===== src/rtl/apbmaster_if.sv =====
// apbmaster_if: bundles the apbmaster command, response and APB completer signals.
//   Command : i_valid, o_ready, i_addr, i_write, i_wdata, i_wstrb, i_prot
//   Response: o_rvalid, i_rready, o_rdata, o_err
//   APB     : PSEL, PENABLE, PADDR, PWRITE, PWDATA, PWSTRB, PPROT, PREADY, PRDATA, PSLVERR
// Signal names are written from the bridge's point of view (i_ = into the bridge).
// Modport master is the bridge itself; modport slave is everything around it
// (initiator on the command/response side plus the APB completer).
interface apbmaster_if #(
   parameter int unsigned C_APB_ADDR_WIDTH = 12,
   parameter int unsigned C_APB_DATA_WIDTH = 32
);
   localparam int unsigned AW = C_APB_ADDR_WIDTH;
   localparam int unsigned DW = C_APB_DATA_WIDTH;
   localparam int unsigned SW = C_APB_DATA_WIDTH / 8;

   // command port
   logic          i_valid;
   logic          o_ready;
   logic [AW-1:0] i_addr;
   logic          i_write;
   logic [DW-1:0] i_wdata;
   logic [SW-1:0] i_wstrb;
   logic [2:0]    i_prot;
   // response port
   logic          o_rvalid;
   logic          i_rready;
   logic [DW-1:0] o_rdata;
   logic          o_err;
   // APB requester side
   logic          PSEL;
   logic          PENABLE;
   logic [AW-1:0] PADDR;
   logic          PWRITE;
   logic [DW-1:0] PWDATA;
   logic [SW-1:0] PWSTRB;
   logic [2:0]    PPROT;
   logic          PREADY;
   logic [DW-1:0] PRDATA;
   logic          PSLVERR;

   modport master (
      input  i_valid, i_addr, i_write, i_wdata, i_wstrb, i_prot, i_rready,
      input  PREADY, PRDATA, PSLVERR,
      output o_ready, o_rvalid, o_rdata, o_err,
      output PSEL, PENABLE, PADDR, PWRITE, PWDATA, PWSTRB, PPROT
   );

   modport slave (
      output i_valid, i_addr, i_write, i_wdata, i_wstrb, i_prot, i_rready,
      output PREADY, PRDATA, PSLVERR,
      input  o_ready, o_rvalid, o_rdata, o_err,
      input  PSEL, PENABLE, PADDR, PWRITE, PWDATA, PWSTRB, PPROT
   );
endinterface


===== src/rtl/apbmaster.sv =====
// apbmaster: APB4 requester bridge. Takes one single-beat command at a time on a
// valid/ready port, runs it as an APB SETUP/ACCESS transfer and returns read data
// plus error status on a valid/ready response port. A wait-state counter aborts
// transfers whose completer keeps PREADY low for C_TIMEOUT ACCESS cycles
// (C_TIMEOUT = 0 disables the abort).
// Ports:
//   PCLK    - clock
//   PRESETn - asynchronous active-low reset
//   bus     - apbmaster_if.master: command, response and APB signals
module apbmaster #(
   parameter int unsigned C_APB_ADDR_WIDTH = 12,
   parameter int unsigned C_APB_DATA_WIDTH = 32,
   parameter int unsigned C_TIMEOUT        = 16
) (
   input logic         PCLK,
   input logic         PRESETn,
   apbmaster_if.master bus
);
   localparam int unsigned AW   = C_APB_ADDR_WIDTH;
   localparam int unsigned DW   = C_APB_DATA_WIDTH;
   localparam int unsigned SW   = C_APB_DATA_WIDTH / 8;
   localparam int unsigned CntW = (C_TIMEOUT == 0) ? 1 : $clog2(C_TIMEOUT + 1);
   // Counter value seen in the last permitted wait cycle; unused when C_TIMEOUT == 0.
   localparam logic [CntW-1:0] CntLast = CntW'(C_TIMEOUT - 1);

   typedef enum logic [1:0] {StIdle, StSetup, StAccess, StResp} state_e;

   state_e          state_q, state_d;
   logic            psel_q, psel_d;
   logic            penable_q, penable_d;
   logic [AW-1:0]   paddr_q, paddr_d;
   logic            pwrite_q, pwrite_d;
   logic [DW-1:0]   pwdata_q, pwdata_d;
   logic [SW-1:0]   pwstrb_q, pwstrb_d;
   logic [2:0]      pprot_q, pprot_d;
   logic            rvalid_q, rvalid_d;
   logic [DW-1:0]   rdata_q, rdata_d;
   logic            err_q, err_d;
   logic [CntW-1:0] cnt_q, cnt_d;

   always_ff @(posedge PCLK or negedge PRESETn) begin
      if (!PRESETn) begin
         state_q   <= StIdle;
         psel_q    <= 1'b0;
         penable_q <= 1'b0;
         paddr_q   <= '0;
         pwrite_q  <= 1'b0;
         pwdata_q  <= '0;
         pwstrb_q  <= '0;
         pprot_q   <= '0;
         rvalid_q  <= 1'b0;
         rdata_q   <= '0;
         err_q     <= 1'b0;
         cnt_q     <= '0;
      end else begin
         state_q   <= state_d;
         psel_q    <= psel_d;
         penable_q <= penable_d;
         paddr_q   <= paddr_d;
         pwrite_q  <= pwrite_d;
         pwdata_q  <= pwdata_d;
         pwstrb_q  <= pwstrb_d;
         pprot_q   <= pprot_d;
         rvalid_q  <= rvalid_d;
         rdata_q   <= rdata_d;
         err_q     <= err_d;
         cnt_q     <= cnt_d;
      end
   end

   always_comb begin
      state_d   = state_q;
      psel_d    = psel_q;
      penable_d = penable_q;
      paddr_d   = paddr_q;
      pwrite_d  = pwrite_q;
      pwdata_d  = pwdata_q;
      pwstrb_d  = pwstrb_q;
      pprot_d   = pprot_q;
      rvalid_d  = rvalid_q;
      rdata_d   = rdata_q;
      err_d     = err_q;
      cnt_d     = cnt_q;

      unique case (state_q)
         StIdle: begin
            // o_ready is high in this state, so i_valid alone means acceptance.
            if (bus.i_valid) begin
               paddr_d   = bus.i_addr;
               pwrite_d  = bus.i_write;
               pwdata_d  = bus.i_wdata;
               pwstrb_d  = bus.i_write ? bus.i_wstrb : '0;
               pprot_d   = bus.i_prot;
               psel_d    = 1'b1;
               penable_d = 1'b0;
               state_d   = StSetup;
            end
         end
         StSetup: begin
            penable_d = 1'b1;
            cnt_d     = '0;
            state_d   = StAccess;
         end
         StAccess: begin
            if (bus.PREADY) begin
               psel_d    = 1'b0;
               penable_d = 1'b0;
               rdata_d   = pwrite_q ? '0 : bus.PRDATA;
               err_d     = bus.PSLVERR;
               rvalid_d  = 1'b1;
               state_d   = StResp;
            end else begin
               cnt_d = cnt_q + CntW'(1);
               if ((C_TIMEOUT != 0) && (cnt_q == CntLast)) begin
                  psel_d    = 1'b0;
                  penable_d = 1'b0;
                  rdata_d   = '0;
                  err_d     = 1'b1;
                  rvalid_d  = 1'b1;
                  state_d   = StResp;
               end
            end
         end
         StResp: begin
            // rdata/err are left untouched so they persist until the next response.
            if (bus.i_rready) begin
               rvalid_d = 1'b0;
               state_d  = StIdle;
            end
         end
         default: state_d = StIdle;
      endcase
   end

   assign bus.o_ready  = (state_q == StIdle);
   assign bus.o_rvalid = rvalid_q;
   assign bus.o_rdata  = rdata_q;
   assign bus.o_err    = err_q;
   assign bus.PSEL     = psel_q;
   assign bus.PENABLE  = penable_q;
   assign bus.PADDR    = paddr_q;
   assign bus.PWRITE   = pwrite_q;
   assign bus.PWDATA   = pwdata_q;
   assign bus.PWSTRB   = pwstrb_q;
   assign bus.PPROT    = pprot_q;
endmodule


===== src/flat_wrapper.sv =====
// flat-port wrapper written by rule: the top's interface ports become plain ports
module apbmaster_flat 
#(
   parameter int unsigned C_APB_ADDR_WIDTH = 12,
   parameter int unsigned C_APB_DATA_WIDTH = 32,
   parameter int unsigned C_TIMEOUT        = 16
)
  (PCLK, PRESETn, bus_i_valid, bus_i_addr, bus_i_write, bus_i_wdata, bus_i_wstrb, bus_i_prot, bus_i_rready, bus_PREADY, bus_PRDATA, bus_PSLVERR, bus_o_ready, bus_o_rvalid, bus_o_rdata, bus_o_err, bus_PSEL, bus_PENABLE, bus_PADDR, bus_PWRITE, bus_PWDATA, bus_PWSTRB, bus_PPROT);
  apbmaster_if #(.C_APB_ADDR_WIDTH(C_APB_ADDR_WIDTH), .C_APB_DATA_WIDTH(C_APB_DATA_WIDTH)) bus_i ();
  input logic PCLK;
  input logic PRESETn;
  input wire logic [$bits(bus_i.i_valid)-1:0] bus_i_valid;
  input wire logic [$bits(bus_i.i_addr)-1:0] bus_i_addr;
  input wire logic [$bits(bus_i.i_write)-1:0] bus_i_write;
  input wire logic [$bits(bus_i.i_wdata)-1:0] bus_i_wdata;
  input wire logic [$bits(bus_i.i_wstrb)-1:0] bus_i_wstrb;
  input wire logic [$bits(bus_i.i_prot)-1:0] bus_i_prot;
  input wire logic [$bits(bus_i.i_rready)-1:0] bus_i_rready;
  input wire logic [$bits(bus_i.PREADY)-1:0] bus_PREADY;
  input wire logic [$bits(bus_i.PRDATA)-1:0] bus_PRDATA;
  input wire logic [$bits(bus_i.PSLVERR)-1:0] bus_PSLVERR;
  output wire logic [$bits(bus_i.o_ready)-1:0] bus_o_ready;
  output wire logic [$bits(bus_i.o_rvalid)-1:0] bus_o_rvalid;
  output wire logic [$bits(bus_i.o_rdata)-1:0] bus_o_rdata;
  output wire logic [$bits(bus_i.o_err)-1:0] bus_o_err;
  output wire logic [$bits(bus_i.PSEL)-1:0] bus_PSEL;
  output wire logic [$bits(bus_i.PENABLE)-1:0] bus_PENABLE;
  output wire logic [$bits(bus_i.PADDR)-1:0] bus_PADDR;
  output wire logic [$bits(bus_i.PWRITE)-1:0] bus_PWRITE;
  output wire logic [$bits(bus_i.PWDATA)-1:0] bus_PWDATA;
  output wire logic [$bits(bus_i.PWSTRB)-1:0] bus_PWSTRB;
  output wire logic [$bits(bus_i.PPROT)-1:0] bus_PPROT;
  assign bus_i.i_valid = bus_i_valid;
  assign bus_i.i_addr = bus_i_addr;
  assign bus_i.i_write = bus_i_write;
  assign bus_i.i_wdata = bus_i_wdata;
  assign bus_i.i_wstrb = bus_i_wstrb;
  assign bus_i.i_prot = bus_i_prot;
  assign bus_i.i_rready = bus_i_rready;
  assign bus_i.PREADY = bus_PREADY;
  assign bus_i.PRDATA = bus_PRDATA;
  assign bus_i.PSLVERR = bus_PSLVERR;
  assign bus_o_ready = bus_i.o_ready;
  assign bus_o_rvalid = bus_i.o_rvalid;
  assign bus_o_rdata = bus_i.o_rdata;
  assign bus_o_err = bus_i.o_err;
  assign bus_PSEL = bus_i.PSEL;
  assign bus_PENABLE = bus_i.PENABLE;
  assign bus_PADDR = bus_i.PADDR;
  assign bus_PWRITE = bus_i.PWRITE;
  assign bus_PWDATA = bus_i.PWDATA;
  assign bus_PWSTRB = bus_i.PWSTRB;
  assign bus_PPROT = bus_i.PPROT;
  apbmaster #(.C_APB_ADDR_WIDTH(C_APB_ADDR_WIDTH), .C_APB_DATA_WIDTH(C_APB_DATA_WIDTH), .C_TIMEOUT(C_TIMEOUT)) u_core (.PCLK(PCLK), .PRESETn(PRESETn), .bus(bus_i));
endmodule

===== config.mk =====
export PLATFORM = sky130hd
export DESIGN_NAME = apbmaster_flat
export DESIGN_NICKNAME = d
export VERILOG_FILES = /design/src/rtl/apbmaster_if.sv /design/src/rtl/apbmaster.sv /design/src/flat_wrapper.sv
export SDC_FILE = /design/constraint.sdc
export NUM_CORES = 1
export LEC_CHECK = 0
export BUFFER_PORTS_ARGS = -buffer_cell sky130_fd_sc_hd__buf_2
export CAP_MARGIN = 30
export CORE_MARGIN = 4
export CORE_UTILIZATION = 45
export DETAILED_ROUTE_END_ITERATION = 7
export GPL_TIMING_DRIVEN = 0
export HOLD_SLACK_MARGIN = 0.06
export PLACE_DENSITY = 0.77
export SLEW_MARGIN = 20
export SYNTH_ARGS = -nofsm -noshare
export SYNTH_HDL_FRONTEND = slang
export SYNTH_SLANG_ARGS = --single-unit
export TNS_END_PERCENT = 5

===== constraint.sdc =====
create_clock -name PCLK -period 4.6 [get_ports PCLK]
set_clock_uncertainty 0.15 [all_clocks]
set_input_delay 0.23 -clock PCLK [delete_from_list [all_inputs] [get_ports PCLK]]
set_output_delay 0.23 -clock PCLK [all_outputs]
set_load 0.05 [all_outputs]

==> out/qor.csv, run 1 <==
metric,value,unit
num_rows,33,
netlist_instances,320,
cts_setup_buffers,0,
cts_resized,0,
min_path_cells,3,
synth_top_area_share,61.4,%
synthTopCellsByArea,"dfrtp_1 (61%), mux2_1 (9.6%), nand2_1 (7.3%)",
cp_top_family,adder cells,
track_usage,24.1,%
ir_drop,455,uV
numPortBuffers,177,
startpoint_type,flip-flop,
die_w,101,um
final_antenna_net_count,0,
ys_ff_latch,95,
grt_use_met3,6.44,%
min_period,2.17,ns
status,"finished, final reports clean",
clkTransAtPathRegs,0.10,ns
place_congestion,0.797,
crit_cells,7,
dp_hpwl,7070,um
routed_wl,11700,um
cts_sinks,95,
grt_pass1_vias,3852,
synth_cell_types,27,
async_flop_share,100,%
dieArea,10100,um2
synth.avg_cell_area,12.1,um2
tns,0,ns
met2_usage,42.8,%
min_from,bus_PREADY,
drive_gt1_share,38.3,%
fill_cells,549,
final_util,72.7,%
die_h,101,um
reg2reg_depth,7,
antenna_found_initial,0,
fmax,461,MHz
worstPathCellList,ha_1 -> and3_1 -> ha_1 -> o21ai_2 -> clkbuf_1 -> nand2_1 -> nand2_1,
htreeDepth,3,
synth_top_area_cell,dfrtp_1,
mostFrequentLayoutCell,buf_2,
area_delta_synth_final,55.9,%
vias,3496,
rsz0062_at_grt,no,
seq_area_frac_synth,61.4,%
antenna_cells,0,
fin_crit_sh,47.2,%
setup_violations,0,
maxCapViolCount,0,
cts_inserted_buffers,9,
synth_edf_count,0,
via_per_inst,4.92,
worstMarginPinSlew,0.423,ns
drc,0,
cpPeakStageDelay,0.41,ns
ys.flop_type,dfrtp_1,
grt_busiest_layer,met2,
critPathKind,flip-flop to flip-flop,
clock_path_buffers,2,
worstPathRequired,4.73,ns
drt-pass1-iter-count,4,
holdPathEnd,u_core.bus.o_err,
io_pins,179,
coreArea,8300,um2
grt_overflow,0,
synth_nets,418,
final_cell_mix,"buf_2 (188), dfrtp_1 (95), dlygate4sd3_1 (92), nand2_1 (75), mux2_1 (33)",
relSlewSlack,71.8,%
finalMaxSlewViolations,0,
worstPathMaxFanout,10,
critical-path-slowest-cell,dfrtp_1,
grt_pass1_wl,19100,um
p_per_area,771,nW/um2
met1_usage,28.1,%
p_leak,3.19,nW
cp-end-kind,flip-flop,
syn_area,3870,um2
cts_tree,done,
reg2reg_to,u_core.bus.o_rdata[4],
crit_buf_inv,1,
wl_per_cell,16.4,um
grt_max_degree,53,
clock_latency,0.35,ns
worstPathArrival,2.30,ns
drt_iter0_drc,92,
finalNetCount,699,
initial_core_util,46.6,%
r2r_start,u_core.cnt_q[0],
yosys_warnings,0,
min_path_type,primary input to flip-flop,
clockRootBuffer,clkbuf_8,
hold_viol,0,
r2r_slack,2.43,ns
repair_timing:
item | in CTS | in global routing
hold buffers | 92 | 0
endpoints found under the hold margin | 182 | 0
setup endpoints to repair | 0 | 0
worst reg2reg max path: stages, from the launching register on:
cell	delay, ns
dfrtp_1	0.41
ha_1	0.23
and3_1	0.19
ha_1	0.24
o21ai_2	0.26
clkbuf_1	0.38
nand2_1	0.13
nand2_1	0.11
state kept, by name, summed over array words and instances (netlist names):
| register | cells |
|---|---|
| u_core.bus.PSEL | 1 |
| u_core.bus.PWSTRB | 4 |
| u_core.bus.PENABLE | 1 |
| u_core.bus.PADDR | 12 |
| u_core.bus.PWDATA | 32 |
| u_core.cnt_q | 5 |
| u_core.state_q | 2 |
| u_core.bus.PPROT | 3 |
| u_core.bus.PWRITE | 1 |
| u_core.bus.o_err | 1 |
| u_core.bus.o_rdata | 32 |
| u_core.bus.o_rvalid | 1 |
power by group:
part	switching [mW]	leakage [nW]	internal, mW	total, mW
Sequential	0.227	1.19	1.23	1.46
Combinational	1.97	1.90	0.690	2.66
Clock	0.306	0.0996	0.221	0.528
layer usage:
metal	part of all wire, %	wire length, um
met1	38	4440
met2	51	5910
met3	8.7	1020
met4	2.4	284
met5	0	0
synth_stat cells (all sizes together), types with 3 or more instances:
| cell type | n |
|---|---|
| buf | 18 |
| ha | 8 |
| dfrtp | 95 |
| o21ai | 10 |
| inv | 5 |
| nand3 | 32 |
| nor2b | 4 |
| mux2 | 51 |
| nor2 | 3 |
| nand2 | 75 |
area by class of cell:
class	count	area, um2	share of cell area (%)
flip-flops and latches	95	2380	39.4
repair buffers	270	1840	30.5
multi-input cells	201	1340	22.2
clock buffers	10	138	2.28
plain buffers	19	131	2.18
well taps	105	131	2.18
clock inverters	6	51.3	0.851
inverters	5	18.8	0.311
stage by stage:
stage          hold slack [ns]  instances  setup WS, ns  power [mW]  area, um2
2_1_floorplan           -0.216        320          2.55        3.39       3870
3_3_place_gp             0.292        602          2.27        3.98       4890
3_5_place_dp            0.0311        603          2.50        4.04       4920
4_1_cts                 0.0636        711          2.48        4.63       6030
5_1_grt                 0.0831        711          2.33        4.90       6030
6_report                0.0762        711          2.43        4.65       6030
cells by family (layout without fill, tap and decap cells):
logic type	after synthesis	count (layout)	synth area share, %
AO/OA/AOI/OAI	19	19	3.10
adder cells (fa/ha/maj)	8	8	2.59
buffers and inverters	24	310	3.88
flip-flops	95	95	61.4
multiplexers	52	52	15.1
AND/OR/NAND/NOR	122	122	13.9
how the worst max path moves through the flow:
stage,start,to
4_1_cts,u_core.cnt_q[0],u_core.bus.o_rdata[6]
3_3_place_gp,PRESETn,u_core.bus.PADDR[6]
6_report,u_core.cnt_q[0],u_core.bus.o_rdata[4]
2_1_floorplan,u_core.state_q[0],u_core.bus.PWDATA[23]
3_5_place_dp,u_core.cnt_q[0],u_core.bus.o_rdata[6]
5_1_grt,u_core.cnt_q[0],u_core.bus.o_rdata[4]
Power figures use the tool's default switching activity.
==> run 2: changes to the inputs <==
--- a/config.mk
+++ b/config.mk
@@ -8,11 +8,11 @@
 export BUFFER_PORTS_ARGS = -buffer_cell sky130_fd_sc_hd__buf_2
 export CAP_MARGIN = 30
 export CORE_MARGIN = 4
-export CORE_UTILIZATION = 45
+export CORE_UTILIZATION = 42
 export DETAILED_ROUTE_END_ITERATION = 7
 export GPL_TIMING_DRIVEN = 0
 export HOLD_SLACK_MARGIN = 0.06
-export PLACE_DENSITY = 0.77
+export PLACE_DENSITY = 0.76
 export SLEW_MARGIN = 20
 export SYNTH_ARGS = -nofsm -noshare
 export SYNTH_HDL_FRONTEND = slang
==> constraint.sdc (replaced) <==
create_clock -name PCLK -period 1.8 [get_ports PCLK]
set_clock_uncertainty 0.15 [all_clocks]
set_input_delay 0.09 -clock PCLK [delete_from_list [all_inputs] [get_ports PCLK]]
set_output_delay 0.09 -clock PCLK [all_outputs]
set_load 0.05 [all_outputs]
==> out/qor.csv, run 2 (synthesis results as in run 1) <==
metric,value,unit,change
status,"complete, but fails checks",,"was finished, final reports clean"
violations,negative setup slack,,
grt_pass1_wl,20200,um,was 19100 um
worstMarginPinSlew,0.454,ns,was 0.423 ns
htreeDepth,3,,unchanged
worstPathRequired,1.89,ns,was 4.73 ns
via_per_inst,4.95,,was 4.92
relSlewSlack,69.8,%,was 71.8%
grt_overflow,0,,unchanged
track_usage,23.2,%,was 24.1%
numPortBuffers,177,,unchanged
whs,0.0979,ns,was 0.0762 ns
worstPathCellList,ha_2 -> and3_4 -> ha_4 -> nor3b_4 -> nor3_2 -> mux2_1,,was ha_1 -> and3_1 -> ha_1 -> o21ai_2 -> clkbuf_1 -> nand2_1 -> nand2_1
worst_slack,-0.0562,ns,was 2.43 ns
p_per_area,2000,nW/um2,was 771 nW/um2
dieArea,10800,um2,was 10100 um2
post-place-ws,-0.281,ns,was 2.50 ns
worstPathArrival,1.94,ns,was 2.30 ns
maxCapViolCount,0,,unchanged
cts_tree,done,,unchanged
critical-path-slowest-cell,dfrtp_1,,unchanged
vias,3583,,was 3496
worstPathMaxFanout,4,,was 10
clock_latency,0.35,ns,about the same
drive_gt1_share,40.3,%,was 38.3%
crit_buf_inv,0,,was 1
die_w,104,um,was 101 um
cp-end-kind,flip-flop,,unchanged
place_congestion,0.812,,was 0.797
rsz0062_at_grt,yes,,was no
mostFrequentLayoutCell,buf_2,,unchanged
grt_max_degree,50,,was 53
placed_cells,606,,was 603
cp_top_family,simple AND/OR/NAND/NOR gates,,was adder cells
antenna_found_initial,1,,was 0
r2r_start,u_core.cnt_q[0],,unchanged
critPathKind,flip-flop to flip-flop,,unchanged
cts_sinks,95,,unchanged
final_util,70.7,%,was 72.7%
fill_cells,596,,was 549
wl_per_cell,17.1,um,was 16.4 um
post_dp_cell_area,4940,um2,was 4920 um2
num_rows,34,,was 33
grt_pass1_vias,3786,,was 3852
clkTransAtPathRegs,0.10,ns,about the same
p_int,6.03,mW,was 2.14 mW
startpoint,u_core.cnt_q[0],,unchanged
instances_no_fill,724,,was 711
finalMaxSlewViolations,0,,unchanged
min_path_type,primary input to async pin,,was primary input to flip-flop
drt-pass1-iter-count,4,,unchanged
coreArea,8850,um2,was 8300 um2
drt_iter0_drc,168,,was 92
fin_crit_sh,103,%,was 47.2%
cpPeakStageDelay,0.40,ns,was 0.41 ns
pwr-share-clk,13.5,%,was 11.4%
switching_share,51.8,%,was 53.9%
dp_hpwl,7420,um,was 7070 um
finalNetCount,708,,was 699
pwr-share-comb,56.9,%,was 57.3%
initial_core_util,43.7,%,was 46.6%
ir_drop,977,uV,was 455 uV
clock_path_buffers,2,,unchanged
p_seq_share,29.6,%,was 31.4%
power.switching,6.47,mW,was 2.50 mW
drc,0,,unchanged
startpoint_type,flip-flop,,unchanged
area_delta_synth_final,61.7,%,was 55.9%
die_h,104,um,was 101 um
fmax,539,MHz,was 461 MHz
p_leak,3.26,nW,was 3.19 nW
hold_viol,0,,unchanged
final_cell_mix,"buf_2 (181), dfrtp_1 (95), dlygate4sd3_1 (93), nand2_1 (75), mux2_1 (33)",,"was buf_2 (188), dfrtp_1 (95), dlygate4sd3_1 (92), nand2_1 (75), mux2_1 (33)"
clockRootBuffer,clkbuf_8,,unchanged
setup_violations,3,,was 0
fin_area,6260,um2,was 6030 um2
final_antenna_net_count,0,,unchanged
min_period,1.86,ns,was 2.17 ns
total_power,12.5,mW,was 4.65 mW
io_pins,179,,unchanged
routed_wl,12300,um,was 11700 um
cts_inserted_buffers,9,,unchanged
tns,-0.104,ns,was 0 ns
run 2: path summary, 6_finish.rpt:
kind | end | slack [ns] | depth (start not counted)
worst max-delay path | u_core.bus.PENABLE | -0.06 | 6
worst min-delay path | u_core.bus.PADDR[0] | 0.1 | 2
min in group PCLK | u_core.bus.o_rdata[2] | 0.32 | 2
max in group asynchronous | u_core.bus.o_rdata[29] | 0.81 | 3
worst min register to register | u_core.bus.o_rdata[2] | 0.32 | 2
worst max register to register | u_core.bus.PENABLE | -0.06 | 6
run 2: cell type report:
type,count,area (um2),area share (%)
Antenna cell,1,2.50,0.0400
Sequential cell,95,2380,38.0
Multi-Input combinational cell,201,1400,22.4
Clock inverter,6,115,1.84
Tap cell,108,135,2.16
Buffer,18,163,2.60
Clock buffer,10,128,2.04
Inverter,5,18.8,0.300
Timing Repair Buffer,280,1920,30.7
run 2: layer usage:
layer	up-vias	global-route usage (%)	share of wire (%)
li1	1653	-	-
met1	1748	27.0	39
met2	156	41.5	52
met3	26	5.46	6.3
met4	0	8.17	3.0
met5	-	0	0
run 2: power by group through the flow:
stage / logic (mW) / registers [mW] / clock network (mW)
6_report: 7.11 / 3.70 / 1.69
5_1_grt: 7.46 / 3.80 / 1.82
4_1_cts: 6.99 / 3.64 / 1.74
3_5_place_dp: 6.66 / 3.71 / 0
3_3_place_gp: 6.55 / 3.64 / 0
2_1_floorplan: 1.58 / 7.11 / 0
run 2: timing repair:
item / 4_1_cts / 5_1_grt
setup buffers: 5 / 4
gates resized for setup: 18 / 5
setup endpoints to repair: 70 / 63
gates cloned: 0 / 0
hold buffers: 93 / 0
pin swaps: 1 / 1
hold endpoints to repair: 185 / 0
